File: config.mk
export PLATFORM = sky130hd
export DESIGN_NAME = tree_accumulator
export DESIGN_NICKNAME = d
export VERILOG_FILES = /design/src/rtl/tree_accumulator.sv
export SDC_FILE = /design/constraint.sdc
export NUM_CORES = 1
export LEC_CHECK = 0
export CAP_MARGIN = 10
export CORE_MARGIN = 2
export CORE_UTILIZATION = 50
export CTS_CLUSTER_DIAMETER = 150
export DETAILED_ROUTE_END_ITERATION = 10
export DONT_BUFFER_PORTS = 1
export PLACE_DENSITY = 0.66
export SYNTH_ARGS = -nofsm -noshare
export SYNTH_HDL_FRONTEND = slang
export SYNTH_SLANG_ARGS = --single-unit
File: constraint.sdc
create_clock -name clk_in -period 8.7 [get_ports clk_in]
set_clock_uncertainty 0.05 [all_clocks]
set_input_delay 1.305 -clock clk_in [delete_from_list [all_inputs] [get_ports clk_in]]
set_output_delay 1.305 -clock clk_in [all_outputs]
set_load 0.005 [all_outputs]
File: src/rtl/tree_accumulator.sv
// Accumulates Chunks adder-tree partial sums into a dot product, then rounds, shifts and
// saturates it to int8 behind a 2-entry output buffer with upstream slot reservation.
module tree_accumulator #(
   parameter int unsigned TreeLatency = 2,
   parameter int unsigned Chunks      = 4,
   parameter int unsigned AccWidth    = 20,
   parameter int unsigned Shift       = 4
) (
   input  logic              clk_in,
   input  logic              rst_n_in,
   input  logic              tree_valid_in,
   output logic              ready_out,
   input  logic signed [7:0] tree_sum_in,
   output logic signed [7:0] out_data,
   output logic              out_valid,
   input  logic              out_ready,
   output logic              overflow_out
);

   localparam int unsigned CntW = (Chunks > 1) ? $clog2(Chunks) : 1;
   localparam int unsigned InfW = $clog2(TreeLatency + 3);
   localparam logic [CntW-1:0] LastCnt = CntW'(Chunks - 1);
   localparam logic signed [AccWidth:0] RndAdd = (AccWidth + 1)'((2 ** Shift) / 2);
   localparam logic signed [AccWidth:0] SatMax = (AccWidth + 1)'(127);
   localparam logic signed [AccWidth:0] SatMin = (AccWidth + 1)'(-128);

   logic [CntW-1:0]            in_cnt_q, in_cnt_d;
   logic [TreeLatency-1:0]     dl_v_q, dl_f_q, dl_l_q;
   logic [TreeLatency-1:0]     dl_v_d, dl_f_d, dl_l_d;
   logic signed [AccWidth-1:0] acc_q, acc_d, acc_sum, sum_ext;
   logic signed [AccWidth:0]   rsum, rshift;
   logic [7:0]                 mem_q [2];
   logic                       wr_q, rd_q, ovf_q;
   logic [1:0]                 count_q;
   logic [InfW-1:0]            inflight;
   logic                       accept, tok_v, tok_f, tok_l, push, pop, sat;
   logic [7:0]                 res;

   // A vector's FIFO slot is claimed at its first beat, so ready never drops mid-vector.
   always_comb begin
      inflight = '0;
      for (int unsigned i = 0; i < TreeLatency; i++) begin
         inflight = inflight + InfW'(dl_v_q[i] && dl_l_q[i]);
      end
      ready_out = (in_cnt_q != '0) || ((InfW'(count_q) + inflight) < InfW'(2));
   end

   always_comb begin
      accept = tree_valid_in && ready_out;
      tok_v  = dl_v_q[TreeLatency-1];
      tok_f  = dl_f_q[TreeLatency-1];
      tok_l  = dl_l_q[TreeLatency-1];

      in_cnt_d = in_cnt_q;
      if (accept) begin
         in_cnt_d = (in_cnt_q == LastCnt) ? '0 : in_cnt_q + 1'b1;
      end

      dl_v_d = dl_v_q;
      dl_f_d = dl_f_q;
      dl_l_d = dl_l_q;
      dl_v_d[0] = accept;
      dl_f_d[0] = accept && (in_cnt_q == '0);
      dl_l_d[0] = accept && (in_cnt_q == LastCnt);
      for (int unsigned i = 1; i < TreeLatency; i++) begin
         dl_v_d[i] = dl_v_q[i-1];
         dl_f_d[i] = dl_f_q[i-1];
         dl_l_d[i] = dl_l_q[i-1];
      end

      sum_ext = {{(AccWidth - 8){tree_sum_in[7]}}, tree_sum_in};
      acc_sum = (tok_f ? '0 : acc_q) + sum_ext;
      acc_d   = tok_v ? acc_sum : acc_q;

      rsum   = {acc_sum[AccWidth-1], acc_sum} + RndAdd;
      rshift = rsum >>> Shift;
      sat    = 1'b0;
      res    = rshift[7:0];
      if (rshift > SatMax) begin
         res = 8'h7f;
         sat = 1'b1;
      end else if (rshift < SatMin) begin
         res = 8'h80;
         sat = 1'b1;
      end

      push = tok_v && tok_l;
      pop  = (count_q != '0) && out_ready;
   end

   always_ff @(posedge clk_in or negedge rst_n_in) begin
      if (!rst_n_in) begin
         in_cnt_q <= '0;
         dl_v_q   <= '0;
         dl_f_q   <= '0;
         dl_l_q   <= '0;
         acc_q    <= '0;
         mem_q[0] <= '0;
         mem_q[1] <= '0;
         wr_q     <= 1'b0;
         rd_q     <= 1'b0;
         count_q  <= '0;
         ovf_q    <= 1'b0;
      end else begin
         in_cnt_q <= in_cnt_d;
         dl_v_q   <= dl_v_d;
         dl_f_q   <= dl_f_d;
         dl_l_q   <= dl_l_d;
         acc_q    <= acc_d;
         ovf_q    <= push && sat;
         if (push) begin
            mem_q[wr_q] <= res;
            wr_q        <= ~wr_q;
         end
         if (pop) begin
            rd_q <= ~rd_q;
         end
         case ({push, pop})
            2'b10:   count_q <= count_q + 2'd1;
            2'b01:   count_q <= count_q - 2'd1;
            default: count_q <= count_q;
         endcase
      end
   end

   assign out_valid    = (count_q != '0);
   assign out_data     = out_valid ? mem_q[rd_q] : '0;
   assign overflow_out = ovf_q;

   a_no_protocol_violation: assert property (@(posedge clk_in) disable iff (!rst_n_in)
      !(tree_valid_in && !ready_out))
      else $error("tree_valid_in asserted while ready_out low");

   a_no_full_push: assert property (@(posedge clk_in) disable iff (!rst_n_in)
      !(push && (count_q == 2'd2) && !pop))
      else $error("push into full output buffer");

endmodule

==> qor.csv, run 1 <==
stage;metric;value;unit
routing;wl_per_cell;17.2;um
routing;drt_drc_violations_left;0;
timing;worstMarginPinSlew;1.18;ns
floorplan;pin_count;23;
logic_synthesis;seq_area_frac_synth;0.290;
final_layout;fill_cells;754;
logic_synthesis;synth_nets;502;
critical_path;path_max_fanout;20;
floorplan;die_y;96.0;um
clock_network;postCtsSetupBuffers;0;
critical_path;worstSetupPathType;reg2reg;
critical_path;cp-end-kind;register;
floorplan;core-area;0.00822;mm2
timing;maxSlewHeadroom;0.216;
routing;viasPerCell;6.09;
timing;max_freq;211;MHz
clock_network;cts_tree;built;
routing;wl;9550;um
logic_synthesis;netlist_instances;465;
timing;setup-tns-final;0;ns
floorplan;start_util;0.515;
logic_synthesis;netlist_area;0.00423;mm2
global_route;grt_max_degree;50;
hold_path;min_path_cells;0;
logic_synthesis;synth_area_leaders;dfrtp_1, ha_1, nor2_1;
final_layout;syn_to_final_growth;3.37;%
final_layout;final_nets;487;
clock_network;clock_sinks;49;
routing;drt-initial-drc-count;189;
logic_synthesis;synth_most_common_cell;nor2_1;
placed_design;place.gp.congestion;0.850;
clock_network;path_clk_slew;0.10;ns
clock_network;ctsHoldBuffers;0;
final_layout;n_antenna_cell;0;
floorplan;num_rows;33;
logic_synthesis;yosysTopAreaCell;dfrtp_1;
logic_synthesis;async_reset_ff_frac;1.00;
clock_network;htree_levels;2;
routing;drt_first_pass_iters;4;
clock_network;cts_inserted_buffers;5;
timing;rsz0062_at_grt;false;
routing;drtAntennaViolNets;0;
critical_path;ff2ff_path_depth;16;
hold_path;hp-class;reg2reg;
logic_synthesis;yosysTopAreaCellShare;0.290;
placed_design;io_buffers;0;
logic_synthesis;synth-seq-cells;49;
logic_synthesis;syn_area_per_cell;9.11;um2
timing;fin_crit;4.74;ns
critical_path;crit_path_start_kind;register;
clock_network;clock_latency;0.31;ns
clock_network;cts-resized-gates;0;
clock_network;cts-root-buf;clkbuf_8;
floorplan;dieArea;0.00922;mm2
timing;min_period_over_period;0.545;
critical_path;critPathRequiredTime;8.86;ns
logic_synthesis;synth_warnings;0;
floorplan;die-width;96.0;um
critical_path;cp.arrival;4.90;ns
global_route;grt_pass1_wl;16100;um
global_route;grtUsageTotal;0.225;
timing;finalHoldViolCount;0;
run;cap_viol_max_count;0;
status;status;completed;
global_route;grt_pass1_vias;3221;
clock_network;ctsLongestPathBuffers;2;
timing;drv_slew;0;
placed_design;post-dp-hpwl;7060;um
final_layout;drive_gt1_frac;0.135;
logic_synthesis;synth_ff_type;dfrtp_1;
logic_synthesis;synth_common_cells;nor2_1, dfrtp_1, nand2_1;
routing;routed-via-count;3388;
logic_synthesis;synth-edff-count;0;
timing;finalSetupViolCount;0;
global_route;overflow;0;
global_route;antenna_found_initial;0;
logic_synthesis;yosysUniqueCellTypes;74;
[cell families (layout without fill, tap and decap cells)]
logic type	after synthesis	in the layout	share of synthesized area
AO/OA/AOI/OAI	113	113	0.212
XOR/XNOR	29	29	0.0653
adder cells (fa/ha/maj)	25	25	0.0757
buffers and inverters	30	16	0.0307
flip-flops	49	49	0.290
multiplexers	29	29	0.0748
AND/OR/NAND/NOR	190	190	0.252
[area by class of cell]
type                            instances  area (um2)  area share
Multi-Input combinational cell        386        2880       0.658
Sequential cell                        49        1230       0.280
Tap cell                              105         131      0.0300
Clock buffer                            6        72.6      0.0166
Clock inverter                          2        38.8     0.00886
Inverter                                8        30.0     0.00686
[worst paths after layout]
path | start | end | slack, ns
max in group asynchronous | rst_n_in | dl_l_q[1] | 7.87
worst min register to register | dl_f_q[0] | dl_f_q[1] | 0.31
worst max-delay path | dl_f_q[1] | mem_q[9] | 3.96
min in group asynchronous | rst_n_in | acc_q[14] | 0.63
worst max register to register | dl_f_q[1] | mem_q[9] | 3.96
worst min-delay path | dl_f_q[0] | dl_f_q[1] | 0.31
[state kept, by name, summed over array words and instances, names as in the netlist]
| register | cells |
|---|---|
| wr_q | 1 |
| dl_l_q | 2 |
| count_q | 2 |
| in_cnt_q | 2 |
| rd_q | 1 |
| mem_q | 16 |
| dl_v_q | 2 |
| acc_q | 20 |
| dl_f_q | 2 |
| overflow_out | 1 |
[stage by stage]
stage	hold slack (ns)	instance area, um2	util	cells	setup WS [ns]
3_5_place_dp	0.288	4270	0.519	548	3.74
2_1_floorplan	0.281	4230	-	465	4.25
6_report	0.311	4380	0.533	556	3.96
5_1_grt	0.328	4380	0.533	556	3.50
4_1_cts	0.316	4380	0.533	556	3.99
3_3_place_gp	0.286	4270	0.519	548	3.79
[worst max-delay path, cell delays in order (launching register included)]
cell     delay, ns
dfrtp_1       0.92
nor2b_1       0.11
ha_1          0.25
fa_1          0.44
a21o_1        0.18
a21oi_1       0.17
xnor2_1       0.17
ha_1          0.24
nand2_1       0.08
mux2i_2       0.26
nand4_2       0.23
nor3_4        0.32
nand3_1       0.16
xor2_1        0.21
nor4_4        0.45
a21oi_2       0.13
o31ai_1       0.27
[routing by layer]
metal / global-route usage / up-vias / routed length (um)
met4: 0.0464 / 0 / 108
met3: 0.0298 / 10 / 251
met1: 0.320 / 1652 / 4640
li1: - / 1677 / -
met2: 0.364 / 49 / 4540
met5: 0 / - / 0
[layout by cell type (no fill, tap or decap), types with 5 or more instances in the layout]
cell type	count
a211oi_1	6
a21o_1	5
a21oi_1	21
a31oi_1	12
and2_1	12
and3_1	7
and4_1	6
clkbuf_8	5
dfrtp_1	49
ha_1	24
inv_1	8
mux2_2	18
mux2i_1	10
nand2_1	30
nand2b_1	6
nand3_1	12
nor2_1	56
nor2b_1	22
nor3_1	12
o21ai_0	13
o21ai_1	6
xnor2_1	14
xor2_1	12
Power of run 1 is not shown: default switching activity piles up to over one toggle a cycle in this logic, so the estimate is an artifact.
==> run 2: changes to the inputs <==
--- a/config.mk
+++ b/config.mk
@@ -11,7 +11,7 @@
 export CTS_CLUSTER_DIAMETER = 150
 export DETAILED_ROUTE_END_ITERATION = 10
 export DONT_BUFFER_PORTS = 1
-export PLACE_DENSITY = 0.66
+export PLACE_DENSITY = 0.69
 export SYNTH_ARGS = -nofsm -noshare
 export SYNTH_HDL_FRONTEND = slang
 export SYNTH_SLANG_ARGS = --single-unit
==> constraint.sdc (replaced) <==
create_clock -name clk_in -period 4.2 [get_ports clk_in]
set_clock_uncertainty 0.05 [all_clocks]
set_input_delay 0.63 -clock clk_in [delete_from_list [all_inputs] [get_ports clk_in]]
set_output_delay 0.63 -clock clk_in [all_outputs]
set_load 0.005 [all_outputs]
==> qor.csv, run 2 (synthesized netlist as in run 1, its figures left out) <==
stage;metric;value;unit;change
global_route;grt_max_degree;50;;unchanged
placed_design;place.gp.congestion;0.869;;+2.2%
final_layout;drive_gt1_frac;0.200;;+0.0647
routing;wl_per_cell;17.4;um;+1.1%
timing;maxSlewHeadroom;0.582;;+0.366
placed_design;post-dp-hpwl;7540;um;+6.8%
final_layout;syn_to_final_growth;9.93;%;
critical_path;critPathRequiredTime;4.38;ns;-4.48 ns
timing;drv_slew;0;;unchanged
timing;finalSetupViolCount;0;;unchanged
clock_network;cts_inserted_buffers;5;;unchanged
clock_network;ctsLongestPathBuffers;2;;unchanged
final_layout;n_antenna_cell;0;;unchanged
final_layout;most-common-layout-cells;nor2_1, dfrtp_1, nand2_1, ha_1, buf_4;;
floorplan;core-area;0.00822;mm2;unchanged
floorplan;die_y;96.0;um;unchanged
floorplan;pin_count;23;;unchanged
placed_design;io_buffers;0;;unchanged
final_layout;reg.largest.list;acc_q (20), mem_q (16);;
timing;min_period_over_period;0.958;;+0.413
final_layout;seq_area;0.00123;mm2;unchanged
clock_network;clock_sinks;49;;unchanged
critical_path;crit_path_start_kind;register;;
routing;wl;10100;um;+5.4%
final_layout;final_nets;511;;+4.9%
routing;drtAntennaViolNets;0;;unchanged
timing;worstMarginPinSlew;0.624;ns;-0.552 ns
routing;routed-via-count;3543;;+4.6%
global_route;grt_pass1_wl;16200;um;+0.21%
global_route;antenna_found_initial;0;;unchanged
global_route;grt_pass1_vias;3384;;+5.1%
critical_path;worstSetupPathType;reg2reg;;
final_layout;final_common_cell;nor2_1;;
final_layout;largest_register;acc_q;;
clock_network;clock_latency;0.31;ns;about the same
timing;finalHoldViolCount;0;;unchanged
critical_path;cp.arrival;4.20;ns;-0.70 ns
floorplan;start_util;0.515;;unchanged
timing;max_freq;249;MHz;+18%
routing;drt-initial-drc-count;199;;+5.3%
clock_network;cts_tree;built;;
timing;setup-tns-final;0;ns;unchanged
floorplan;die-width;96.0;um;unchanged
clock_network;path_clk_slew;0.10;ns;about the same
global_route;overflow;0;;unchanged
final_layout;largest_reg_flops;20;;unchanged
critical_path;cp-end-kind;register;;
final_layout;multiInputGateArea;0.00298;mm2;+3.4%
routing;viasPerCell;6.11;;+0.25%
critical_path;path_max_fanout;8;;-60%
clock_network;htree_levels;2;;unchanged
timing;fin_crit;4.02;ns;-0.716 ns
clock_network;cts-root-buf;clkbuf_8;;
run;cap_viol_max_count;0;;unchanged
routing;drt_drc_violations_left;0;;unchanged
floorplan;dieArea;0.00922;mm2;unchanged
floorplan;num_rows;33;;unchanged
hold_path;hp-class;in2async;;
routing;drt_first_pass_iters;4;;unchanged
status;status;completed;;
global_route;grtUsageTotal;0.225;;+0.000314
final_layout;fill_cells;730;;-3.2%
## run 2: critical path, cell delays in order, from the launching register on
cell and delay, ns:
dfrtp_1 0.44, nor2b_1 0.07, ha_1 0.24, fa_2 0.39, a21o_1 0.17, a21oi_1 0.17
xnor2_1 0.20, ha_2 0.25, nand2_1 0.08, mux2i_4 0.23, nand4_4 0.17, nor3_4 0.37
and3_1 0.21, nor3_1 0.07, nor4_4 0.27, buf_4 0.20, nand3_1 0.12, a31oi_1 0.23
## run 2: through the flow
stage               cells  hold slack, ns   util  setup slack [ns]  instance area [um2]
finish                580           0.115  0.566             0.176                 4650
detailed placement    564           0.286  0.534           -0.0941                 4390
CTS                   573           0.119  0.549            0.0704                 4510
global placement      564           0.285  0.534            0.0161                 4390
global route          580           0.127  0.566           -0.0240                 4650
floorplan             465           0.281      -            0.0921                 4230
## run 2: worst paths after layout
| check | startpoint | to | slack [ns] | depth (start not counted) |
|---|---|---|---|---|
| setup / recovery | dl_f_q[1] | mem_q[6] | 0.18 | 17 |
| hold / removal | rst_n_in | dl_v_q[1] | 0.11 | 1 |
| setup reg to reg | dl_f_q[1] | mem_q[6] | 0.18 | 17 |
| hold reg to reg | dl_f_q[0] | dl_f_q[1] | 0.31 | 0 |
| max in group asynchronous | rst_n_in | acc_q[8] | 3.78 | 1 |
| min in group clk_in | dl_f_q[0] | dl_f_q[1] | 0.31 | 0 |
## run 2: area by class of cell
cell class	instances	area share
multi-input cells	387	0.639
flip-flops and latches	49	0.263
repair buffers	23	0.0441
well taps	105	0.0282
clock buffers	6	0.0156
inverters	8	0.00645
clock inverters	2	0.00296
## run 2: routing by layer
| layer | up-vias | part of all wire | track usage |
|---|---|---|---|
| met5 | - | 0 | 0 |
| met4 | 0 | 0.013 | 0.0619 |
| met3 | 9 | 0.044 | 0.0298 |
| met2 | 86 | 0.49 | 0.377 |
| met1 | 1720 | 0.46 | 0.303 |
| li1 | 1728 | - | - |
## run 2: what timing repair did
action                                 CTS  global route
resized for setup                        1            16
setup endpoints to repair                3            17
gates cloned                             0             1
hold buffers                             1             0
buffers inserted                         0             6
pin swaps                                0             7
endpoints found under the hold margin   49             0
Power of run 2 is left out for the same reason.
==> run 3: changes to the inputs <==
--- a/config.mk
+++ b/config.mk
@@ -5,6 +5,7 @@
 export SDC_FILE = /design/constraint.sdc
 export NUM_CORES = 1
 export LEC_CHECK = 0
+export ABC_AREA = 1
 export CAP_MARGIN = 10
 export CORE_MARGIN = 2
 export CORE_UTILIZATION = 50
@@ -15,3 +16,4 @@
 export SYNTH_ARGS = -nofsm -noshare
 export SYNTH_HDL_FRONTEND = slang
 export SYNTH_SLANG_ARGS = --single-unit
+export TNS_END_PERCENT = 30
==> qor.csv, run 3 <==
stage;metric;value;unit;change
pwr;combPwrFrac;0.699;;
timing;worstMarginPinSlew;0.692;ns;+0.0674 ns
status;status;completed;;
clock_network;clock_sinks;49;;unchanged
timing;finalSetupViolCount;0;;unchanged
routing;drt_drc_violations_left;0;;unchanged
routing;drt_first_pass_iters;6;;+2
timing;setup-tns-final;0;ns;unchanged
global_route;grt_pass1_vias;3613;;+6.8%
pwr;power;3.88;mW;
logic_synthesis;synth_common_cells;nand2_1, inv_1, nor2_1;;
final_layout;multiInputGateArea;0.00238;mm2;-20%
global_route;grtUsageTotal;0.237;;+0.0122
clock_network;cts-root-buf;clkbuf_8;;
logic_synthesis;async_reset_ff_frac;1.00;;unchanged
clock_network;htree_levels;2;;unchanged
floorplan;pin_count;23;;unchanged
logic_synthesis;synth_area_leaders;dfrtp_1, nand2_1, inv_1;;
timing;min_period_over_period;0.871;;-0.0871
routing;wl_per_cell;12.5;um;-28%
timing;finalHoldViolCount;0;;unchanged
pwr;swShare;0.545;;
routing;drtAntennaViolNets;0;;unchanged
placed_design;post-dp-hpwl;7450;um;-1.3%
final_layout;seq_area;0.00123;mm2;unchanged
placed_design;dpl.cell_count;749;;+33%
routing;routed-via-count;3887;;+9.7%
placed_design;place.gp.congestion;0.967;;+11%
final_layout;largest_reg_flops;20;;unchanged
clock_network;clock_latency;0.32;ns;about the same
final_layout;fill_cells;800;;+9.6%
routing;drt-initial-drc-count;262;;+32%
floorplan;die_y;93.9;um;-2.2%
final_layout;syn_to_final_growth;6.72;%;
hold_path;hp-class;in2async;;
timing;fin_crit;3.66;ns;-0.366 ns
clock_network;cts_inserted_buffers;5;;unchanged
logic_synthesis;netlist_instances;650;;+40%
placed_design;pre_cts_slack;0.539;ns;+0.633 ns
final_layout;stdcell_count;758;;+31%
global_route;grt_pass1_wl;16600;um;+2.6%
pwr;p_leak;2.47;nW;
final_layout;most-common-layout-cells;nand2_1, inv_1, nor2_1, dfrtp_1, nand3_1;;
logic_synthesis;seq_area_frac_synth;0.303;;+0.0137
routing;viasPerCell;5.13;;-16%
final_layout;final_common_cell;nand2_1;;
global_route;grt_max_degree;50;;unchanged
timing;drv_slew;0;;unchanged
final_layout;final_nets;692;;+35%
clock_network;path_clk_slew;0.11;ns;about the same
logic_synthesis;yosysUniqueCellTypes;30;;-59%
clock_network;cts_tree;built;;
timing;max_freq;273;MHz;+10%
pwr;clkPwrFrac;0.092;;
timing;maxSlewHeadroom;0.537;;-0.0451
logic_synthesis;synth-edff-count;0;;unchanged
final_layout;reg.largest.list;acc_q (20), mem_q (16);;
global_route;antenna_found_initial;0;;unchanged
run;cap_viol_max_count;0;;unchanged
pwr;powerDensity;898;mW/mm2;
floorplan;num_rows;32;;-3.0%
logic_synthesis;synth_most_common_cell;nand2_1;;
placed_design;io_buffers;0;;unchanged
pwr;power_switching;2.11;mW;
routing;wl;9500;um;-5.6%
clock_network;postCtsSetupBuffers;0;;unchanged
final_layout;largest_register;acc_q;;
critical_path;worstSetupPathType;reg2reg;;
logic_synthesis;yosysTopAreaCell;dfrtp_1;;
logic_synthesis;synth_warnings;0;;unchanged
logic_synthesis;synth_ff_type;dfrtp_1;;
global_route;overflow;0;;unchanged
logic_synthesis;yosysTopAreaCellShare;0.303;;+0.0137
clock_network;cts-resized-gates;0;;-1
logic_synthesis;syn_area_per_cell;6.22;um2;-32%
floorplan;core-area;0.00777;mm2;-5.5%
final_layout;n_antenna_cell;0;;unchanged
floorplan;start_util;0.520;;+0.00515
pwr;p_seq_frac;0.209;;
timing;fin_ws;0.542;ns;+0.366 ns
critical_path;crit_path_start_kind;register;;
logic_synthesis;synth_nets;687;;+37%
final_layout;drive_gt1_frac;0.0747;;-0.125
floorplan;dieArea;0.00882;mm2;-4.3%
logic_synthesis;netlist_area;0.00404;mm2;-4.5%
logic_synthesis;synth-seq-cells;49;;unchanged
pwr;vdd_drop_max;0.379;mV;
final_layout;fin_util;0.555;;-0.0111
floorplan;die-width;93.9;um;-2.2%
timing;rsz0062_at_grt;false;;
pwr;internal-power;1.76;mW;
critical_path;cp.arrival;3.82;ns;-0.38 ns
critical_path;critPathRequiredTime;4.36;ns;-0.02 ns
clock_network;ctsLongestPathBuffers;2;;unchanged
critical_path;cp-end-kind;register;;
critical_path;path_max_fanout;15;;+7
clock_network;ctsHoldBuffers;1;;unchanged
-- run 3: critical path, cell delays in order (launching register included) --
cell and delay, ns:
dfrtp_1 0.70, nor2_1 0.12, ha_1 0.28, fa_1 0.49, nand3_1 0.15, nand3_2 0.12, nand2_2 0.08, nand3_1 0.07
nand2_2 0.13, nand2_2 0.09, nor2_1 0.27, nand3_1 0.20, nor2_1 0.12, nand2_1 0.07, a21oi_1 0.15, nand3_1 0.12
nand2_4 0.15, nand2_2 0.08, nand2_1 0.06, nand2_1 0.05
-- run 3: power groups by stage --
stage               clock, mW  sequential, mW  combinational, mW
global route            0.386           0.836               3.15
CTS                     0.366           0.812               2.71
finish                  0.358           0.810               2.71
global placement            0           0.815               2.63
floorplan                   0           0.768               2.17
detailed placement          0           0.820               2.68
-- run 3: kinds of logic (layout without fill, tap and decap cells) --
logic type | Yosys count | in the layout | synth area share
flip-flops | 49 | 49 | 0.303
buffers and inverters | 116 | 122 | 0.108
XOR/XNOR | 11 | 11 | 0.0238
AND/OR/NAND/NOR | 395 | 395 | 0.416
AO/OA/AOI/OAI | 54 | 54 | 0.0703
adder cells (fa/ha/maj) | 25 | 25 | 0.0792
-- run 3: stage by stage --
step           area [um2]  hold slack, ns
2_1_floorplan        4040           0.281
3_3_place_gp         4170           0.285
3_5_place_dp         4170           0.286
4_1_cts              4310           0.111
5_1_grt              4310           0.106
6_report             4310           0.101
-- run 3: area by class of cell --
class | instances | area share
clock buffer | 5 | 0.0160
clock inverter | 3 | 0.0110
inverter | 110 | 0.0957
multi-input combinational | 485 | 0.552
sequential | 49 | 0.284
tap | 102 | 0.0296
timing repair buffer | 4 | 0.0116
-- run 3: routing by layer --
layer,GRT usage,share of wire,vias up
li1,-,-,2007
met2,0.395,0.46,98
met4,0.0447,0.010,0
met1,0.323,0.47,1772
met5,0,0,-
met3,0.0457,0.061,10
-- run 3: path summary, 6_finish.rpt --
check                      startpoint         to  slack, ns  cells past startpoint
min in group clk_in         dl_f_q[0]  dl_f_q[1]       0.31                      0
min                          rst_n_in  mem_q[11]       0.10                      1
max reg2reg                 dl_f_q[1]   mem_q[3]       0.54                     19
max                         dl_f_q[1]   mem_q[3]       0.54                     19
max in group asynchronous    rst_n_in   acc_q[5]       3.77                      1
min reg2reg                 dl_f_q[0]  dl_f_q[1]       0.31                      0
Power figures use the tool's default switching activity.
